==> src/rtl/unidad_control_multiciclo.sv <==
// Multicycle MIPS-style control unit: a Moore FSM (plus mem_listo gating in
// FETCH) that sequences fetch, decode, memory, R-type, branch, jump and
// optionally addi instructions through a shared-memory, single-ALU datapath.
// Optional feature: define SOPORTE_ADDI_EN to add the ADDI_EXEC/ADDI_WB states
// and accept opcode 001000; without it that opcode is flagged as invalid.
module unidad_control_multiciclo (
  input  logic       clk,
  input  logic       reset,
  input  logic [5:0] codigo_op,
  input  logic       mem_listo,
  output logic       pc_escritura,
  output logic       pc_escritura_cond,
  output logic       iord,
  output logic       mem_lectura,
  output logic       mem_escritura,
  output logic       ir_escritura,
  output logic       mem_a_reg,
  output logic       reg_escritura,
  output logic       reg_dst,
  output logic       alu_src_a,
  output logic [1:0] alu_src_b,
  output logic [1:0] pc_fuente,
  output logic [1:0] operacion_alu,
  output logic [3:0] estado,
  output logic       op_invalida
);

  // State codes are part of the external interface (estado output).
  localparam logic [3:0] S_FETCH     = 4'd0;
  localparam logic [3:0] S_DECODE    = 4'd1;
  localparam logic [3:0] S_MEM_ADDR  = 4'd2;
  localparam logic [3:0] S_MEM_READ  = 4'd3;
  localparam logic [3:0] S_MEM_WB    = 4'd4;
  localparam logic [3:0] S_MEM_WRITE = 4'd5;
  localparam logic [3:0] S_EXEC_R    = 4'd6;
  localparam logic [3:0] S_R_WB      = 4'd7;
  localparam logic [3:0] S_BRANCH    = 4'd8;
  localparam logic [3:0] S_JUMP      = 4'd9;
`ifdef SOPORTE_ADDI_EN
  localparam logic [3:0] S_ADDI_EXEC = 4'd10;
  localparam logic [3:0] S_ADDI_WB   = 4'd11;
`endif

  // Opcodes recognised in DECODE.
  localparam logic [5:0] OP_RTYPE = 6'b000000;
  localparam logic [5:0] OP_LW    = 6'b100011;
  localparam logic [5:0] OP_SW    = 6'b101011;
  localparam logic [5:0] OP_BEQ   = 6'b000100;
  localparam logic [5:0] OP_J     = 6'b000010;
`ifdef SOPORTE_ADDI_EN
  localparam logic [5:0] OP_ADDI  = 6'b001000;
`endif

  // ALU source-B and ALU operation encodings.
  localparam logic [1:0] SRCB_B     = 2'b00;
  localparam logic [1:0] SRCB_CUATRO = 2'b01;
  localparam logic [1:0] SRCB_IMM   = 2'b10;
  localparam logic [1:0] SRCB_IMMSH = 2'b11;
  localparam logic [1:0] ALU_ADD    = 2'b00;
  localparam logic [1:0] ALU_SUB    = 2'b01;
  localparam logic [1:0] ALU_FUNCT  = 2'b10;
  localparam logic [1:0] PCF_ALU    = 2'b00;
  localparam logic [1:0] PCF_ALUOUT = 2'b01;
  localparam logic [1:0] PCF_JUMP   = 2'b10;

  logic [3:0] estado_q;
  logic [3:0] estado_d;
  logic [3:0] destino_decode;
  logic       opcode_valido;

  // Dispatch target for the opcode seen in DECODE; unknown opcodes return to FETCH.
  always_comb begin
    destino_decode = S_FETCH;
    opcode_valido  = 1'b1;
    unique case (codigo_op)
      OP_RTYPE:      destino_decode = S_EXEC_R;
      OP_LW, OP_SW:  destino_decode = S_MEM_ADDR;
      OP_BEQ:        destino_decode = S_BRANCH;
      OP_J:          destino_decode = S_JUMP;
`ifdef SOPORTE_ADDI_EN
      OP_ADDI:       destino_decode = S_ADDI_EXEC;
`endif
      default: begin
        destino_decode = S_FETCH;
        opcode_valido  = 1'b0;
      end
    endcase
  end

  // Next-state logic; memory states stall on mem_listo, unused codes recover to FETCH.
  always_comb begin
    estado_d = S_FETCH;
    case (estado_q)
      S_FETCH:     estado_d = mem_listo ? S_DECODE : S_FETCH;
      S_DECODE:    estado_d = destino_decode;
      S_MEM_ADDR:  estado_d = (codigo_op == OP_LW) ? S_MEM_READ : S_MEM_WRITE;
      S_MEM_READ:  estado_d = mem_listo ? S_MEM_WB : S_MEM_READ;
      S_MEM_WB:    estado_d = S_FETCH;
      S_MEM_WRITE: estado_d = mem_listo ? S_FETCH : S_MEM_WRITE;
      S_EXEC_R:    estado_d = S_R_WB;
      S_R_WB:      estado_d = S_FETCH;
      S_BRANCH:    estado_d = S_FETCH;
      S_JUMP:      estado_d = S_FETCH;
`ifdef SOPORTE_ADDI_EN
      S_ADDI_EXEC: estado_d = S_ADDI_WB;
      S_ADDI_WB:   estado_d = S_FETCH;
`endif
      default:     estado_d = S_FETCH;
    endcase
  end

  // State register; reset abandons any in-progress memory access.
  always_ff @(posedge clk) begin
    if (reset) begin
      estado_q <= S_FETCH;
    end else begin
      estado_q <= estado_d;
    end
  end

  // Control outputs decoded from the current state; FETCH write enables wait for mem_listo.
  always_comb begin
    pc_escritura      = 1'b0;
    pc_escritura_cond = 1'b0;
    iord              = 1'b0;
    mem_lectura       = 1'b0;
    mem_escritura     = 1'b0;
    ir_escritura      = 1'b0;
    mem_a_reg         = 1'b0;
    reg_escritura     = 1'b0;
    reg_dst           = 1'b0;
    alu_src_a         = 1'b0;
    alu_src_b         = SRCB_B;
    pc_fuente         = PCF_ALU;
    operacion_alu     = ALU_ADD;
    op_invalida       = 1'b0;
    case (estado_q)
      S_FETCH: begin
        mem_lectura   = 1'b1;
        alu_src_b     = SRCB_CUATRO;
        operacion_alu = ALU_ADD;
        ir_escritura  = mem_listo;
        pc_escritura  = mem_listo;
      end
      S_DECODE: begin
        alu_src_b     = SRCB_IMMSH;
        operacion_alu = ALU_ADD;
        op_invalida   = ~opcode_valido;
      end
      S_MEM_ADDR: begin
        alu_src_a     = 1'b1;
        alu_src_b     = SRCB_IMM;
        operacion_alu = ALU_ADD;
      end
      S_MEM_READ: begin
        mem_lectura = 1'b1;
        iord        = 1'b1;
      end
      S_MEM_WB: begin
        reg_escritura = 1'b1;
        mem_a_reg     = 1'b1;
        reg_dst       = 1'b0;
      end
      S_MEM_WRITE: begin
        mem_escritura = 1'b1;
        iord          = 1'b1;
      end
      S_EXEC_R: begin
        alu_src_a     = 1'b1;
        alu_src_b     = SRCB_B;
        operacion_alu = ALU_FUNCT;
      end
      S_R_WB: begin
        reg_escritura = 1'b1;
        reg_dst       = 1'b1;
      end
      S_BRANCH: begin
        alu_src_a         = 1'b1;
        alu_src_b         = SRCB_B;
        operacion_alu     = ALU_SUB;
        pc_escritura_cond = 1'b1;
        pc_fuente         = PCF_ALUOUT;
      end
      S_JUMP: begin
        pc_escritura = 1'b1;
        pc_fuente    = PCF_JUMP;
      end
`ifdef SOPORTE_ADDI_EN
      S_ADDI_EXEC: begin
        alu_src_a     = 1'b1;
        alu_src_b     = SRCB_IMM;
        operacion_alu = ALU_ADD;
      end
      S_ADDI_WB: begin
        reg_escritura = 1'b1;
        reg_dst       = 1'b0;
        mem_a_reg     = 1'b0;
      end
`endif
      default: ;
    endcase
  end

  assign estado = estado_q;

endmodule
==> config.mk <==
export PLATFORM = sky130hd
export DESIGN_NAME = unidad_control_multiciclo
export DESIGN_NICKNAME = d
export VERILOG_FILES = /design/src/rtl/unidad_control_multiciclo.sv
export SDC_FILE = /design/constraint.sdc
export NUM_CORES = 1
export LEC_CHECK = 0
export CORE_AREA = 2 2 39 41
export CTS_CLUSTER_DIAMETER = 30
export DETAILED_ROUTE_END_ITERATION = 7
export DIE_AREA = 0 0 41 43
export HOLD_SLACK_MARGIN = 0.15
export PLACE_DENSITY = 0.91
export SYNTH_ARGS = -nofsm -noshare
export SYNTH_HDL_FRONTEND = slang
export SYNTH_SLANG_ARGS = --single-unit
==> constraint.sdc <==
create_clock -name clk -period 4.2 [get_ports clk]
set_input_delay 0.84 -clock clk [delete_from_list [all_inputs] [get_ports clk]]
set_output_delay 0.84 -clock clk [all_outputs]
set_load 0.05 [all_outputs]
After elaboration in Yosys (flattened, before gate mapping)
Index checks and enable logic that the tools add are counted.

operators by class
  bitwise operators = 1
  equal/unequal tests = 13
  multiplexer cells = 21
  reduce and logical (&&, ||, !) cells = 8

operators by type and width
  kind                                                                    count
  4-bit case mux with 6 select lines                                      1
  4-bit by 3-bit equality test with 1-bit output (second input constant)  4
  4-bit case mux with 4 select lines                                      1
  6-bit equality test (second input constant)                             2
  1-bit 2-to-1 mux                                                        12
  3-bit 2-to-1 mux                                                        3
  4-bit by 2-bit equality test with 1-bit output (second input constant)  2
  4-bit equality test (second input constant)                             2
  2-bit case mux with 2 select lines                                      2
  2-bit OR reduction                                                      4
  6-bit by 2-bit equality test with 1-bit output (second input constant)  1
  6-bit by 3-bit equality test with 1-bit output (second input constant)  1
  6-bit zero test                                                         1
  2-bit case mux with 3 select lines                                      1
  5-bit OR reduction                                                      1
  4-bit by 1-bit equality test with 1-bit output (second input constant)  1
  4-bit zero test                                                         1
  3-bit OR reduction                                                      1
  1-bit case mux with 2 select lines                                      1
  1-bit inverter                                                          1

storage, ports and cells
  word-level logic and storage cells = 44
  output and inout port bits = 21
  bits of input ports = 9
  register bits = 4

Depth between registers and ports, before layout
Gate-level depths: netlist of run 1.

  depth after elaboration = 5
  gate-level depth with buffers = 5
  gate-level depth less buffers = 4

Worst setup path after synthesis of run 1
Ideal clock, no wire load.

  path kind = flip-flop to output port
  start point = register estado_q[3], in the netlist estado[3]
  end point = output port pc_fuente[0]
  data arrival time = 2568 ps
  required time = 3360 ps
  setup slack = 792 ps
  cell stages (with the launch flop) = 5
  buffers on the path = 2
  cell sequence = dfxtp_1 > clkbuf_1 > nand2b_1 > nor3_1 > buf_4

on the way
  cells in the longest elaborated chain, start to end = 2
  elaborated cells on any way between the ends = 3
  classes of those cells = 2 x eq/ne; 1 x mux

RTL lines
  item                                  line  RTL
  start: declaration                    66    logic [3:0] estado_q;
  start signal: assignment              117   estado_q <= estado_d;
  4-bit equality test                   137   case (estado_q)
  2-bit case mux with 2 select lines *  137
  end: declaration                      22    output logic [1:0] pc_fuente,

Mark *: on every way between the ends. The rest lies on a longest branch, timed or not.

Worst setup path in the final report of run 1
  start point = input port codigo_op[0]
  end point = output port op_invalida

on the way
  cells in the longest elaborated chain, start to end = 5
  elaborated cells on any way between the ends = 9
  classes of those cells = 4 x eq/ne; 2 x mux; 1 x bitwise; 2 x reduce/logical

RTL lines
  item                                               line  RTL
  start: declaration                                 9     input logic [5:0] codigo_op,
  6-bit equality test, or another cell as far along  75    unique case (codigo_op)
  5-bit OR reduction (no line) *                     --
  1-bit 2-to-1 mux *                                 75
  1-bit inverter *                                   148   op_invalida = ~opcode_valido;
  1-bit 2-to-1 mux *                                 137
  end: declaration                                   25    output logic op_invalida

Marked as above.

==> results of run 1 <==
[cells by family after synthesis]
logic type	Yosys count	share of synthesized area [%]
AOI/OAI and AO/OA	17	21.1
xor gates and xnor gates	3	5.41
buffers and inverters	10	9.53
DFF	4	16.5
muxes	1	2.06
and+or+nand+nor	38	45.4
[cell type report]
class / instances / area, um2
Fill cell: 147 / 597
Tap cell: 16 / 20.0
Inverter: 4 / 15.0
Sequential cell: 4 / 80.1
Multi-Input combinational cell: 59 / 359
Clock buffer: 3 / 22.5
Timing Repair Buffer: 29 / 290
[Yosys cell counts]
library cell | count | area [um2]
dfxtp_1 | 4 | 80.1
o21ai_0 | 2 | 10.0
and2_1 | 1 | 6.26
xnor2_1 | 2 | 17.5
o21bai_1 | 1 | 7.51
xor2_1 | 1 | 8.76
nand2_1 | 4 | 15.0
nor2_1 | 7 | 26.3
a21o_1 | 1 | 7.51
clkbuf_1 | 3 | 11.3
or4_1 | 1 | 7.51
nand2b_1 | 6 | 37.5
mux2i_1 | 1 | 10.0
o211ai_1 | 1 | 7.51
inv_1 | 4 | 15.0
o22ai_1 | 1 | 6.26
or3_1 | 2 | 12.5
buf_2 | 1 | 5.00
buf_4 | 2 | 15.0
nor3_1 | 11 | 55.1
a211oi_1 | 1 | 7.51
nand3_1 | 1 | 5.00
nand3b_1 | 1 | 7.51
a211o_1 | 1 | 8.76
or4b_4 | 1 | 13.8
a21oi_1 | 8 | 40.0
nor2b_1 | 1 | 6.26
nor4_4 | 1 | 21.3
a22oi_1 | 1 | 7.51
nor4_1 | 1 | 6.26
[cells in the final DEF, fill, tap and decap left out, drive strengths merged, types with 2 or more instances in the layout]
master / instances
clkdlybuf4s50: 29
nor3: 11
a21oi: 8
nor2: 7
nand2b: 6
inv: 4
nand2: 4
dfxtp: 4
clkbuf: 3
xnor2: 2
or3: 2
o21ai: 2
nor4: 2
[report_power, final]
group	leakage (nW)	switching, mW	internal (mW)
Clock	0.0138	0.0119	0.0317
Combinational	0.223	0.0299	0.0214
Sequential	0.0325	0.00361	0.0390
[critical path: stages]
cell,delay [ns]
clkdlybuf4s50_1,0.41
or3_1,0.46
o22ai_1,0.20
a21oi_1,0.09
clkdlybuf4s50_1,0.70
[layer usage]
layer	up-vias	track usage, %
met5	-	0
met4	0	2.00
met3	0	3.66
met2	30	22.8
met1	264	18.6
li1	311	-
[how the worst max path moves through the flow]
| stage | start | end | slack, ns | cells past startpoint |
|---|---|---|---|---|
| finish | codigo_op[0] | op_invalida | 0.67 | 5 |
| global placement | codigo_op[0] | op_invalida | 0.70 | 5 |
| floorplan | estado[3] | pc_fuente[0] | 0.79 | 4 |
| detailed placement | codigo_op[0] | op_invalida | 0.66 | 5 |
| CTS | codigo_op[0] | op_invalida | 0.66 | 5 |
| global route | mem_listo | pc_escritura | 0.58 | 6 |
==> results.md, run 1 <==
- Status: complete, no violations
- RR Startpoint: estado[0]
- Fin area: ~790 um2
- Number of flip-flops in the largest register: 4
- Global-route wire length before repair: 1840 um
- Worst Skew: 0.00290 ns
- Dpl ws: approximately 0.66 ns
- Tightest Pin Transition: 0.610 ns
- Dpl cells: between 100 and 150
- Critical Path Source Type: input port
- Syn nets: 82
- Area grow syn2layout: 62.1%
- Reg2Reg Depth: 4
- Finished Layout Cells: around 120
- CTS Hold Bufs: 0
- Clk buf depth: 2
- Synthesized flop and latch total: 4
- Min-delay src: estado[1]
- Gr ovfl total: 0
- # port buffers: 29
- Number of setup violations in the final report: 0
- Core box area: 0.00138 mm2
- Largest net degree at the start of global routing: 20
- Max VDD drop: roughly 0.15 mV
- Post-CTS Resized: 0
- Gr usage total: 14.2%
- Die ar.: about 0.0018 mm2
- Crit-path max FO: 4
- Worst Hold Class: reg2reg
- Arrival time at the worst endpoint: ~2.7 ns
- Yosys warning count: 0
- Share of layout cells above drive strength 1: approximately 5.1%
- PnR worst setup slack: 0.668 ns
- 1st-pass router iterations: 4
- Dpl hpwl: 935 um
- Final worst path period need: between 3 and 4 ns
- Met2 wire len: 549 um
- Initial drt markers: 11
- WL/cell: between 10 and 15 um
- Layout Utilization: a little under three fifths
- Setup TNS: 0 ns
- Initial core utilization: between 30% and 40%
- CTS Sinks: 4
- Ratio of final minimum period to clock period: 84.1%
- GPL Wtd Cong: about 0.75
- WS Path Type: in2out
- Wire length on met3: about 130 um
- Diode count: 0
- Num CTS Buffers: 3
- Residual DRC count: 0
- DR vias/cell: approximately 5.3
- Synthesized area: just under 500 um2
- Clk_lat worst skew: 0.22 ns
- Pwr Density: 175 mW/mm2
- H-tree depth: 1
- Die extent in x: 41 um
- Crit end category: primary output
- Sequential area share after synthesis: 16.5%
- Routed WL: between 1000 and 1500 um
- Reg2Reg Setup Slack: 2.27 ns
- CTS Root Cell: clkbuf_4
- Setup bufs post-CTS: 0
- Final hold violations: 0
- Distinct cells, synth: 30
- Vias in the first global route: 470
- Max-cap check violation count: 0
- Final Power: ~0.14 mW
- Post-route met1 wirelength: about 540 um
- Io pins: 30
- Max frequency: ~280 MHz
- Worst EP required: between 3 and 4 ns
- Routed Antenna Nets: 0
- NumNets Final: between 100 and 150
- Slew Limit Fails: 0
- Via count of the routed design: 605
- Leakage: roughly 0.27 nW
- Die Y: roughly 43 um
- Hold_ws: 0.769 ns
- Reg clk slew, reported paths: approximately 0.03 ns
- Antenna violations before repair: 0
- Rows: 14
- Worst Hold Path Cells: 2
- RR Endpoint: estado[2]
- Relative slew slack: between 50% and 60%
- RSZ-0062 raised after global routing: false
- WHS Endpoint: estado[2]
- CTS tree: done
- DP Area: about 760 um2
- Mapped Cells: 73
- Highest Signal Layer: met3
- Mapped Avg Cell Area: between 6 and 7 um2
Power figures use the tool's default switching activity.
==> run 2, diff against run 1 <==
--- a/config.mk
+++ b/config.mk
@@ -5,12 +5,12 @@
 export SDC_FILE = /design/constraint.sdc
 export NUM_CORES = 1
 export LEC_CHECK = 0
-export CORE_AREA = 2 2 39 41
+export CORE_MARGIN = 2
+export CORE_UTILIZATION = 35
 export CTS_CLUSTER_DIAMETER = 30
 export DETAILED_ROUTE_END_ITERATION = 7
-export DIE_AREA = 0 0 41 43
 export HOLD_SLACK_MARGIN = 0.15
-export PLACE_DENSITY = 0.91
+export PLACE_DENSITY = 0.89
 export SYNTH_ARGS = -nofsm -noshare
 export SYNTH_HDL_FRONTEND = slang
 export SYNTH_SLANG_ARGS = --single-unit
==> constraint.sdc (replaced) <==
create_clock -name clk -period 3.6 [get_ports clk]
set_input_delay 0.72 -clock clk [delete_from_list [all_inputs] [get_ports clk]]
set_output_delay 0.72 -clock clk [all_outputs]
set_load 0.05 [all_outputs]
==> results.md, run 2 (synthesis gave the netlist of run 1 again) <==
- Status: complete, no violations
- Routed Antenna Nets: 0 (unchanged)
- Most common library cell in the layout ignoring fill and taps: clkdlybuf4s50_1
- Post-CTS Resized: 0 (unchanged)
- Final hold violations: 0 (unchanged)
- Antenna violations before repair: 0 (unchanged)
- 1st-pass router iterations: 3 (-1)
- Relative slew slack: 64.1% (+4.8 points)
- CTS Hold Bufs: 0 (unchanged)
- Top Usage Layer GRT: met2
- CP Buf/Inv Count: 2 (unchanged)
- Largest net degree at the start of global routing: 19 (-5.0%)
- Clock power frac: 34.1% (+2.4 points)
- Ratio of final minimum period to clock period: 92.0%
- Final Power: 0.168 mW (+22%)
- Final worst path period need: around 3.3 ns
- Max stage delay cell, worst path: clkdlybuf4s50_1
- Worst Skew: 0.00217 ns (-0.000733 ns)
- CP max stage delay: 0.70 ns (about the same)
- CP most frequent cell: clkdlybuf4s50_1
- Internal: 0.109 mW (+18%)
- Worst EP required: 2.88 ns (-0.48 ns)
- Gr usage total: 16.8% (+2.6 points)
- RSZ-0062 raised after global routing: false
- CTS Root Cell: clkbuf_4
- Critical Path Stages: 5 (unchanged)
- Num CTS Buffers: 3 (unchanged)
- Rows: 13 (-1)
- NumNets Final: 111 (+0.91%)
- Via count of the routed design: 598 (-1.2%)
- Core box area: 0.00130 mm2 (-6.0%)
- Worst Hold Class: reg2reg
- Crit end category: primary output
- RR Startpoint: estado[1]
- Number of setup violations in the final report: 0 (unchanged)
- Area grow syn2layout: 63.4%
- Max-cap check violation count: 0 (unchanged)
- Most frequent cells in the layout: clkdlybuf4s50_1 (29), nor3_1 (11), a21oi_1 (8)
- Initial core utilization: 37.3% (+2.2 points)
- WHS Endpoint: estado[3]
- Vias in the first global route: 488 (+3.8%)
- Max frequency: around 300 MHz
- Dpl cells: 112 (unchanged)
- Worst path top cell family by delay: buffers and inverters
- GR met3 Demand/Resource: 3.80% (+0.14 points)
- Diode count: 0 (unchanged)
- GPL Wtd Cong: 0.759 (+1.5%)
- Share of layout cells above drive strength 1: 6.00% (+0.95 points)
- Worst Hold Path Cells: 2 (unchanged)
- Clk buf depth: 2 (unchanged)
- Slew Limit Fails: 0 (unchanged)
- Setup bufs post-CTS: 0 (unchanged)
- Routed WL: 1330 um (+9.2%)
- Number of flip-flops in the largest register: 4 (unchanged)
- Clk_lat worst skew: 0.24 ns (+0.02 ns)
- Leakage: 0.275 nW (+1.9%)
- RR Endpoint: estado[2]
- H-tree depth: 1 (unchanged)
- DR vias/cell: 5.20 (-1.2%)
- Global-route wire length before repair: 1870 um (+1.9%)
- WS Path Type: in2out
- Reg2Reg Setup Slack: 1.88 ns (-0.39 ns)
- Die Y: 41.2 um (-4.1%)
- Dpl hpwl: 993 um (+6.1%)
- Initial drt markers: 6 (-5)
- P_sw: 0.0597 mW (+31%)
- Die extent in x: 41.2 um (+0.60%)
- Tightest Pin Transition: 0.538 ns (-0.0716 ns)
- Max VDD drop: 0.146 mV (-0.50%)
- Comb power frac: 38.4% (+1.1 points)
- Reg power frac: 27.5% (-3.5 points)
- CTS tree: done
- Io pins: 30 (unchanged)
- Critical Path Source Type: input port
- Setup TNS: 0 ns (unchanged)
- Met1 Use GR: 16.1% (-2.6 points)
- Finished Layout Cells: 115 (unchanged)
- WL/cell: 11.5 um (+9.2%)
- Met2 Usage GRT: 33.2% (+10 points)
- Switching Fraction: 35.5% (+2.4 points)
- Cells along the critical path: clkdlybuf4s50_1 > or3_1 > o22ai_1 > a21oi_1 > clkdlybuf4s50_1
- Arrival time at the worst endpoint: 2.59 ns (-0.10 ns)
- Reg2Reg Depth: 4 (unchanged)
- Residual DRC count: 0 (unchanged)
- # port buffers: 29 (unchanged)
- CTS Sinks: 4 (unchanged)
- Die ar.: 0.00170 mm2 (-3.5%)
- Pwr Density: 212 mW/mm2 (+21%)
- Gr ovfl total: 0 (unchanged)
- Hold_ws: 0.637 ns (-0.132 ns)
- Reg clk slew, reported paths: 0.04 ns (about the same)
- Min-delay src: estado[0]
- Crit-path max FO: 4 (unchanged)
[run 2: cell types whose count changed in the layout (fill, tap and decap cells not counted), sizes merged]
cell / delta
buf: +1
[run 2: how the worst max path moves through the flow]
| stage | start | end | slack (ns) |
|---|---|---|---|
| finish | codigo_op[0] | op_invalida | 0.29 |
| global route | codigo_op[0] | op_invalida | 0.20 |
| CTS | codigo_op[0] | op_invalida | 0.29 |
| detailed placement | codigo_op[0] | op_invalida | 0.30 |
| global placement | codigo_op[0] | op_invalida | 0.34 |
| floorplan | estado[3] | pc_fuente[0] | 0.31 |
[run 2: metrics by stage]
step	util, %	setup WS [ns]	cell area (um2)
6_report	61.0	0.290	793
5_1_grt	61.0	0.204	793
4_1_cts	61.0	0.288	793
3_5_place_dp	59.2	0.295	771
3_3_place_gp	59.2	0.337	771
2_1_floorplan	-	0.312	485
[run 2: final cells by class]
type | count | area (um2)
sequential | 4 | 80.1
clock buffer | 3 | 22.5
inverter | 4 | 15.0
fill | 132 | 508
tap | 15 | 18.8
timing repair buffer | 30 | 298
multi-input combinational | 59 | 359
[run 2: layer usage]
metal / vias to the layer above / wire, um
met3: 2 / 106
met5: - / 0
met4: 0 / 19
li1: 315 / -
met1: 253 / 589
met2: 28 / 611
[run 2: power by group through the flow]
stage          registers [mW]  clock network [mW]  logic, mW
2_1_floorplan          0.0497                   0     0.0368
3_3_place_gp           0.0470                   0     0.0637
3_5_place_dp           0.0470                   0     0.0645
4_1_cts                0.0463              0.0576     0.0647
5_1_grt                0.0464              0.0609     0.0691
6_report               0.0463              0.0574     0.0646
[run 2: worst reg2reg max path, delay by kind of cell (launching register included)]
| kind | cells | cell delay (ns) |
|---|---|---|
| flops | 1 | 0.47 |
| compound gates | 2 | 0.27 |
| simple gates | 2 | 0.90 |
